$ cat config.mk
export PLATFORM = sky130hd
export DESIGN_NAME = vector_seg_draw
export DESIGN_NICKNAME = d
export VERILOG_FILES = /design/src/rtl/vector_pkg.sv /design/src/rtl/vector_seg_draw_tick.sv /design/src/rtl/vector_seg_draw.sv
export SDC_FILE = /design/constraint.sdc
export NUM_CORES = 1
export LEC_CHECK = 0
export BUFFER_PORTS_ARGS = -buffer_cell sky130_fd_sc_hd__buf_2
export CAP_MARGIN = 10
export CORE_MARGIN = 1
export CORE_UTILIZATION = 60
export CTS_CLUSTER_DIAMETER = 40
export DETAILED_ROUTE_END_ITERATION = 12
export PLACE_DENSITY = 0.79
export SYNTH_ARGS = -nofsm -noshare
export SYNTH_HDL_FRONTEND = slang
export SYNTH_HIERARCHICAL = 1
export SYNTH_SLANG_ARGS = --single-unit
$ cat constraint.sdc
create_clock -name clk -period 5.1 [get_ports clk]
set_input_delay 0.765 -clock clk [delete_from_list [all_inputs] [get_ports clk]]
set_output_delay 0.765 -clock clk [all_outputs]
set_load 0.1 [all_outputs]
$ cat src/rtl/vector_pkg.sv
// Shared types and defaults for the vector segment drawer.
package vector_pkg;

  // Default DAC channel width and the supported range of channel widths.
  localparam int DAC_WIDTH  = 8;
  localparam int VECTOR_MIN = 4;
  localparam int VECTOR_MAX = 16;

  // Segment walker states.
  typedef enum logic [1:0] {
    IDLE,
    START,
    STEP
  } state_t;

  // Latched segment.
  // Fields are sized for the widest supported channel.
  // Narrower builds zero-extend into them.
  typedef struct packed {
    logic [VECTOR_MAX-1:0] x0;
    logic [VECTOR_MAX-1:0] y0;
    logic [VECTOR_MAX-1:0] x1;
    logic [VECTOR_MAX-1:0] y1;
    logic                  beam;
  } seg_t;

endpackage

$ cat src/rtl/vector_seg_draw_tick.sv
// Clock-enable tick generator: one tick every TICK_DIV enabled clocks.
module vec_tick_gen #(
  parameter int TICK_DIV = 100
) (
  input  logic clk,
  input  logic rst,
  input  logic enable,
  output logic tick
);

  localparam int CW = (TICK_DIV > 1) ? $clog2(TICK_DIV) : 1;
  localparam logic [CW-1:0] LAST = CW'(TICK_DIV - 1);

  logic [CW-1:0] cnt;

  // Free-running divider that simply pauses while enable is low.
  always_ff @(posedge clk) begin
    if (rst) begin
      cnt <= '0;
    end else if (enable) begin
      if (cnt == LAST) cnt <= '0;
      else             cnt <= cnt + CW'(1);
    end
  end

  assign tick = enable && (cnt == LAST);

endmodule

$ cat src/rtl/vector_seg_draw.sv
// Accepts line segments and walks them with an integer Bresenham stepper,
// presenting one point per tick on the X/Y DAC channels.
module vector_seg_draw
  import vector_pkg::*;
#(
  parameter int OUT_WIDTH = DAC_WIDTH,
  parameter int TICK_DIV  = 100
) (
  input  logic                 clk,
  input  logic                 rst,
  input  logic                 enable,
  input  logic                 seg_valid,
  output logic                 seg_ready,
  input  logic [OUT_WIDTH-1:0] seg_x0,
  input  logic [OUT_WIDTH-1:0] seg_y0,
  input  logic [OUT_WIDTH-1:0] seg_x1,
  input  logic [OUT_WIDTH-1:0] seg_y1,
  input  logic                 seg_beam,
  output logic [OUT_WIDTH-1:0] x_ch,
  output logic [OUT_WIDTH-1:0] y_ch,
  output logic                 blank,
  output logic                 busy,
  output logic                 seg_done
);

  localparam int EW = OUT_WIDTH + 2;
  localparam logic signed [EW-1:0] ERR_ZERO = '0;

  state_t state, state_next;
  seg_t   seg_q;
  logic   tick, accept;

  logic [OUT_WIDTH-1:0] x_q, y_q, x_step, y_step;
  logic [OUT_WIDTH-1:0] x0_w, y0_w, x1_w, y1_w, adx, ady;
  logic signed [EW-1:0] dx_q, dy_q, err_q, err_next, dx_init, dy_init;
  logic signed [EW:0]   e2;
  logic sx_q, sy_q, blank_q, done_q;
  logic step_x, step_y, is_point, at_end;

  vec_tick_gen #(.TICK_DIV(TICK_DIV)) u_tick (
    .clk    (clk),
    .rst    (rst),
    .enable (enable),
    .tick   (tick)
  );

  assign x0_w = seg_q.x0[OUT_WIDTH-1:0];
  assign y0_w = seg_q.y0[OUT_WIDTH-1:0];
  assign x1_w = seg_q.x1[OUT_WIDTH-1:0];
  assign y1_w = seg_q.y1[OUT_WIDTH-1:0];

  // Upper bits of the latched fields are zero.
  // So the full-width compare equals the channel-width compare.
  assign is_point = (seg_q.x0 == seg_q.x1) && (seg_q.y0 == seg_q.y1);

  // Segment set-up terms and one Bresenham step from the current point.
  always_comb begin
    adx     = (x1_w >= x0_w) ? x1_w - x0_w : x0_w - x1_w;
    ady     = (y1_w >= y0_w) ? y1_w - y0_w : y0_w - y1_w;
    dx_init = $signed({2'b00, adx});
    dy_init = -$signed({2'b00, ady});
    e2      = $signed({err_q, 1'b0});
    step_x  = e2 >= (EW+1)'(dy_q);
    step_y  = e2 <= (EW+1)'(dx_q);
    err_next = err_q + (step_x ? dy_q : ERR_ZERO) + (step_y ? dx_q : ERR_ZERO);
    x_step = x_q;
    y_step = y_q;
    if (step_x) x_step = sx_q ? x_q + OUT_WIDTH'(1) : x_q - OUT_WIDTH'(1);
    if (step_y) y_step = sy_q ? y_q + OUT_WIDTH'(1) : y_q - OUT_WIDTH'(1);
    at_end = (x_step == x1_w) && (y_step == y1_w);
  end

  // State register.
  always_ff @(posedge clk) begin
    if (rst) state <= IDLE;
    else     state <= state_next;
  end

  // Next-state logic and handshake.
  // Ready is held off while reset is asserted.
  always_comb begin
    state_next = state;
    seg_ready  = 1'b0;
    accept     = 1'b0;
    case (state)
      IDLE: begin
        seg_ready = !rst;
        accept    = seg_valid && seg_ready;
        if (accept) state_next = START;
      end
      START: if (tick) state_next = is_point ? IDLE : STEP;
      STEP:  if (tick && at_end) state_next = IDLE;
      default: state_next = IDLE;
    endcase
  end

  // Datapath: latch segment, present start point, then advance one point per tick.
  always_ff @(posedge clk) begin
    if (rst) begin
      seg_q   <= '0;
      x_q     <= '0;
      y_q     <= '0;
      blank_q <= 1'b1;
      done_q  <= 1'b0;
      dx_q    <= '0;
      dy_q    <= '0;
      err_q   <= '0;
      sx_q    <= 1'b0;
      sy_q    <= 1'b0;
    end else begin
      done_q <= 1'b0;
      case (state)
        IDLE: begin
          if (accept) begin
            seg_q <= '{x0: VECTOR_MAX'(seg_x0), y0: VECTOR_MAX'(seg_y0),
                       x1: VECTOR_MAX'(seg_x1), y1: VECTOR_MAX'(seg_y1),
                       beam: seg_beam};
          end else begin
            blank_q <= 1'b1;
          end
        end
        START: begin
          if (tick) begin
            x_q     <= x0_w;
            y_q     <= y0_w;
            blank_q <= !seg_q.beam;
            dx_q    <= dx_init;
            dy_q    <= dy_init;
            err_q   <= dx_init + dy_init;
            sx_q    <= x1_w >= x0_w;
            sy_q    <= y1_w >= y0_w;
            done_q  <= is_point;
          end
        end
        STEP: begin
          if (tick) begin
            x_q    <= x_step;
            y_q    <= y_step;
            err_q  <= err_next;
            done_q <= at_end;
          end
        end
        default: ;
      endcase
    end
  end

  assign x_ch     = x_q;
  assign y_ch     = y_q;
  assign blank    = blank_q;
  assign seg_done = done_q;
  assign busy     = (state != IDLE) || done_q || accept;

endmodule

==> results.ini <==
[outcome]
outcome=finished clean

[synth]
synth_compound_area_frac=0.232
synth.net_count=1087
synth-seq-cells=90
synthXorXnorAreaFrac=0.0638
avgSynthCellArea_um2=8.00
synthArstFlopShare=0
synth.distinct_cells=76
synth_edf_count=0
synth_area_um2=7630
ys_seq_area_frac=0.236
synth_top_family_by_area=compound AO/OA/AOI/OAI gates
yosysWarnings=6
synth-simple-area-share=0.185
ys.flop_type=dfxtp_1
synth_fa_ha_area_frac=0.175
synth_cells=953
synthMuxAreaShare=0.0389

[timing]
hold_viol=0
tightestPinTransition_ns=1.25
final.setup.worst_slack_ns=0.337
relSlewSlack=0.167
period_share=0.934
final.setup.tns_ns=0
finClkSkew_ns=0.0116
max_freq_mhz=210
rsz0062_at_grt=false
period_minus_slack_ns=4.76
final-setup-viol-count=0
holdWs_ns=0.459
maxSlewViolCount=0

[drt]
first_pass_iters=5
routedWlPerCell_um=17.3
wl_um=20200
drc_errors=0
drt_iter0_drc=474
vias=7009
ant_nets=0
via_per_inst=6.01

[finish]
final_cell_mix=nand2_1, nor2_1, dfxtp_1
n_fill_cell=1069
area_growth_syn_to_layout_pct=9.28
final_common_cell=nand2_1
diodes=0
layout.nets=1127
drive_gt1_frac=0.115
finalInstanceArea_um2=8340

[worst_setup_path]
crit_chain=inv_1 > ha_1 > nand4_1 > a2111o_1 > nor2b_4 > nand2_1 > and2_2 > nor2_1 > fa_1 > ha_1 > inv_1 > fa_1 > nor2b_1 > o21ai_0 > nand2b_1 > a21o_1 > a21oi_1 > o21ai_0 > xnor3_1 > a21oi_1 > nor2_1 > a211oi_1
reg2regPathDepth=22
worstSetupEndpointType=flip-flop
cp_data_arrival_time_ns=5.04
crit_end=err_q[9]
slowest_delay_ns=0.51
crit_path_top_delay_cell=fa_1
r2r-start=dy_q[9]
crit_type=flip-flop to flip-flop
reg2reg_slack_ns=0.34
crit_fanout=7
worst_ep_required_time_ns=5.38
reg2reg_to=err_q[9]
start_kind=flip-flop
startpoint=dy_q[9]

[floorplan]
coreArea_um2=12200
die_w_um=115
initial_utilization=0.625
fp.dieH_um=115
io_pins=57
rows=40
die_area_um2=13200

[global_routing]
grt_usage=0.325
gr-total-overflow=0
grt_pass1_vias=6682
antenna_found_initial=0
grt_max_degree=88
grt_pass1_wl_um=33200

[clocking]
htree_levels=3
ctsHoldBuffers=0
cts.sinks=90
cts-root-buf=clkbuf_16
cts_tree=done
numCtsBuffers=9
clockBufferDepth=2
clk_pin_slew_ns=0.07
clock_latency_ns=0.36

[place]
gp_congestion=1.03
hpwl_um=14900
port_buffers=56
place_area_um2=8000
post-place-ws_ns=0.448

[run]
cap_violations=0

[power_and_ir_drop]
power.total_mw=4.42
p_leak_nw=3.53
power_density_nw_per_um2=531
peakVddDrop_uv=459

[hold_path]
min_path_cells=2
hp-class=flip-flop to flip-flop

[power breakdown]
group | leakage [nW] | internal [mW] | switching (mW)
Clock | 0.156 | 0.446 | 0.309
Combinational | 2.64 | 1.17 | 1.66
Sequential | 0.732 | 0.761 | 0.0675
Total | 3.53 | 2.38 | 2.04
[cell families after synthesis]
kind of cell,count (synthesis)
buffers and inverters,122
muxes,28
AOI/OAI and AO/OA,260
DFF,90
adders and majority gates,97
and+or+nand+nor,302
xor gates and xnor gates,54
[per-stage QoR]
| step | instances | util |
|---|---|---|
| final | 1166 | 0.683 |
| after global routing | 1166 | 0.683 |
| after CTS | 1166 | 0.682 |
| after detailed placement | 1150 | 0.655 |
| after global placement | 1150 | 0.655 |
| after floorplan | 953 | - |
[how the worst min path moves through the flow]
| stage | startpoint | endpoint | slack [ns] |
|---|---|---|---|
| after detailed placement | dy_q[1] | dy_q[1] | 0.45 |
| final | dy_q[1] | dy_q[1] | 0.46 |
| after floorplan | dy_q[1] | dy_q[1] | 0.44 |
| after CTS | dy_q[1] | dy_q[1] | 0.46 |
| after global routing | dy_q[1] | dy_q[1] | 0.48 |
| after global placement | dy_q[1] | dy_q[1] | 0.44 |
[Yosys cell counts, drive strengths merged (14+ instances only)]
library cell	number	area share
ha	81	0.13
o21a	15	0.015
nor3	15	0.0098
clkbuf	33	0.021
dfxtp	90	0.24
a211oi	22	0.022
and2	14	0.012
o31ai	32	0.032
nand2	107	0.053
mux2i	18	0.024
fa	16	0.042
xor2	16	0.018
a21oi	58	0.039
nor2	98	0.049
xnor2	37	0.042
inv	82	0.040
o22ai	16	0.013
o21ai	37	0.026
[metal layers]
| layer | GRT usage | part of all wire | vias to the layer above |
|---|---|---|---|
| li1 | - | - | 3424 |
| met1 | 0.402 | 0.44 | 3287 |
| met2 | 0.552 | 0.46 | 245 |
| met3 | 0.0501 | 0.057 | 53 |
| met4 | 0.163 | 0.040 | 0 |
| met5 | 0 | 0 | - |
[critical path, delay by kind of cell, from the launching register on]
kind / cells / cell delay, ns
AOI/OAI and AO/OA: 7 / 1.36
buffers and inverters: 2 / 0.13
DFF: 1 / 0.33
xor gates and xnor gates: 1 / 0.37
and+or+nand+nor: 8 / 1.12
adders and majority gates: 4 / 1.37
[cell type report]
type | instances | area, µm² | share of cell area
Clock buffer | 11 | 243 | 0.0291
Clock inverter | 5 | 85.1 | 0.0102
Inverter | 83 | 312 | 0.0374
Multi-Input combinational cell | 741 | 5320 | 0.638
Sequential cell | 90 | 1800 | 0.216
Tap cell | 168 | 210 | 0.0252
Timing Repair Buffer | 68 | 370 | 0.0444
[state kept, by name, summed over array words and instances (netlist names)]
signal and cells:
dx_q 8, x_ch 8, sx_q 1, seg_done 1, u_tick/cnt 7, err_q 10
sy_q 1, dy_q 10, state 2, blank 1, y_ch 8, seg_q 33
[timing repair]
action / in CTS / in global routing
resized for setup: 0 / 1
endpoints found under the setup margin: 0 / 1
buffers inserted: 0 / 0
No activity file was read; power rests on OpenSTA's default activity.
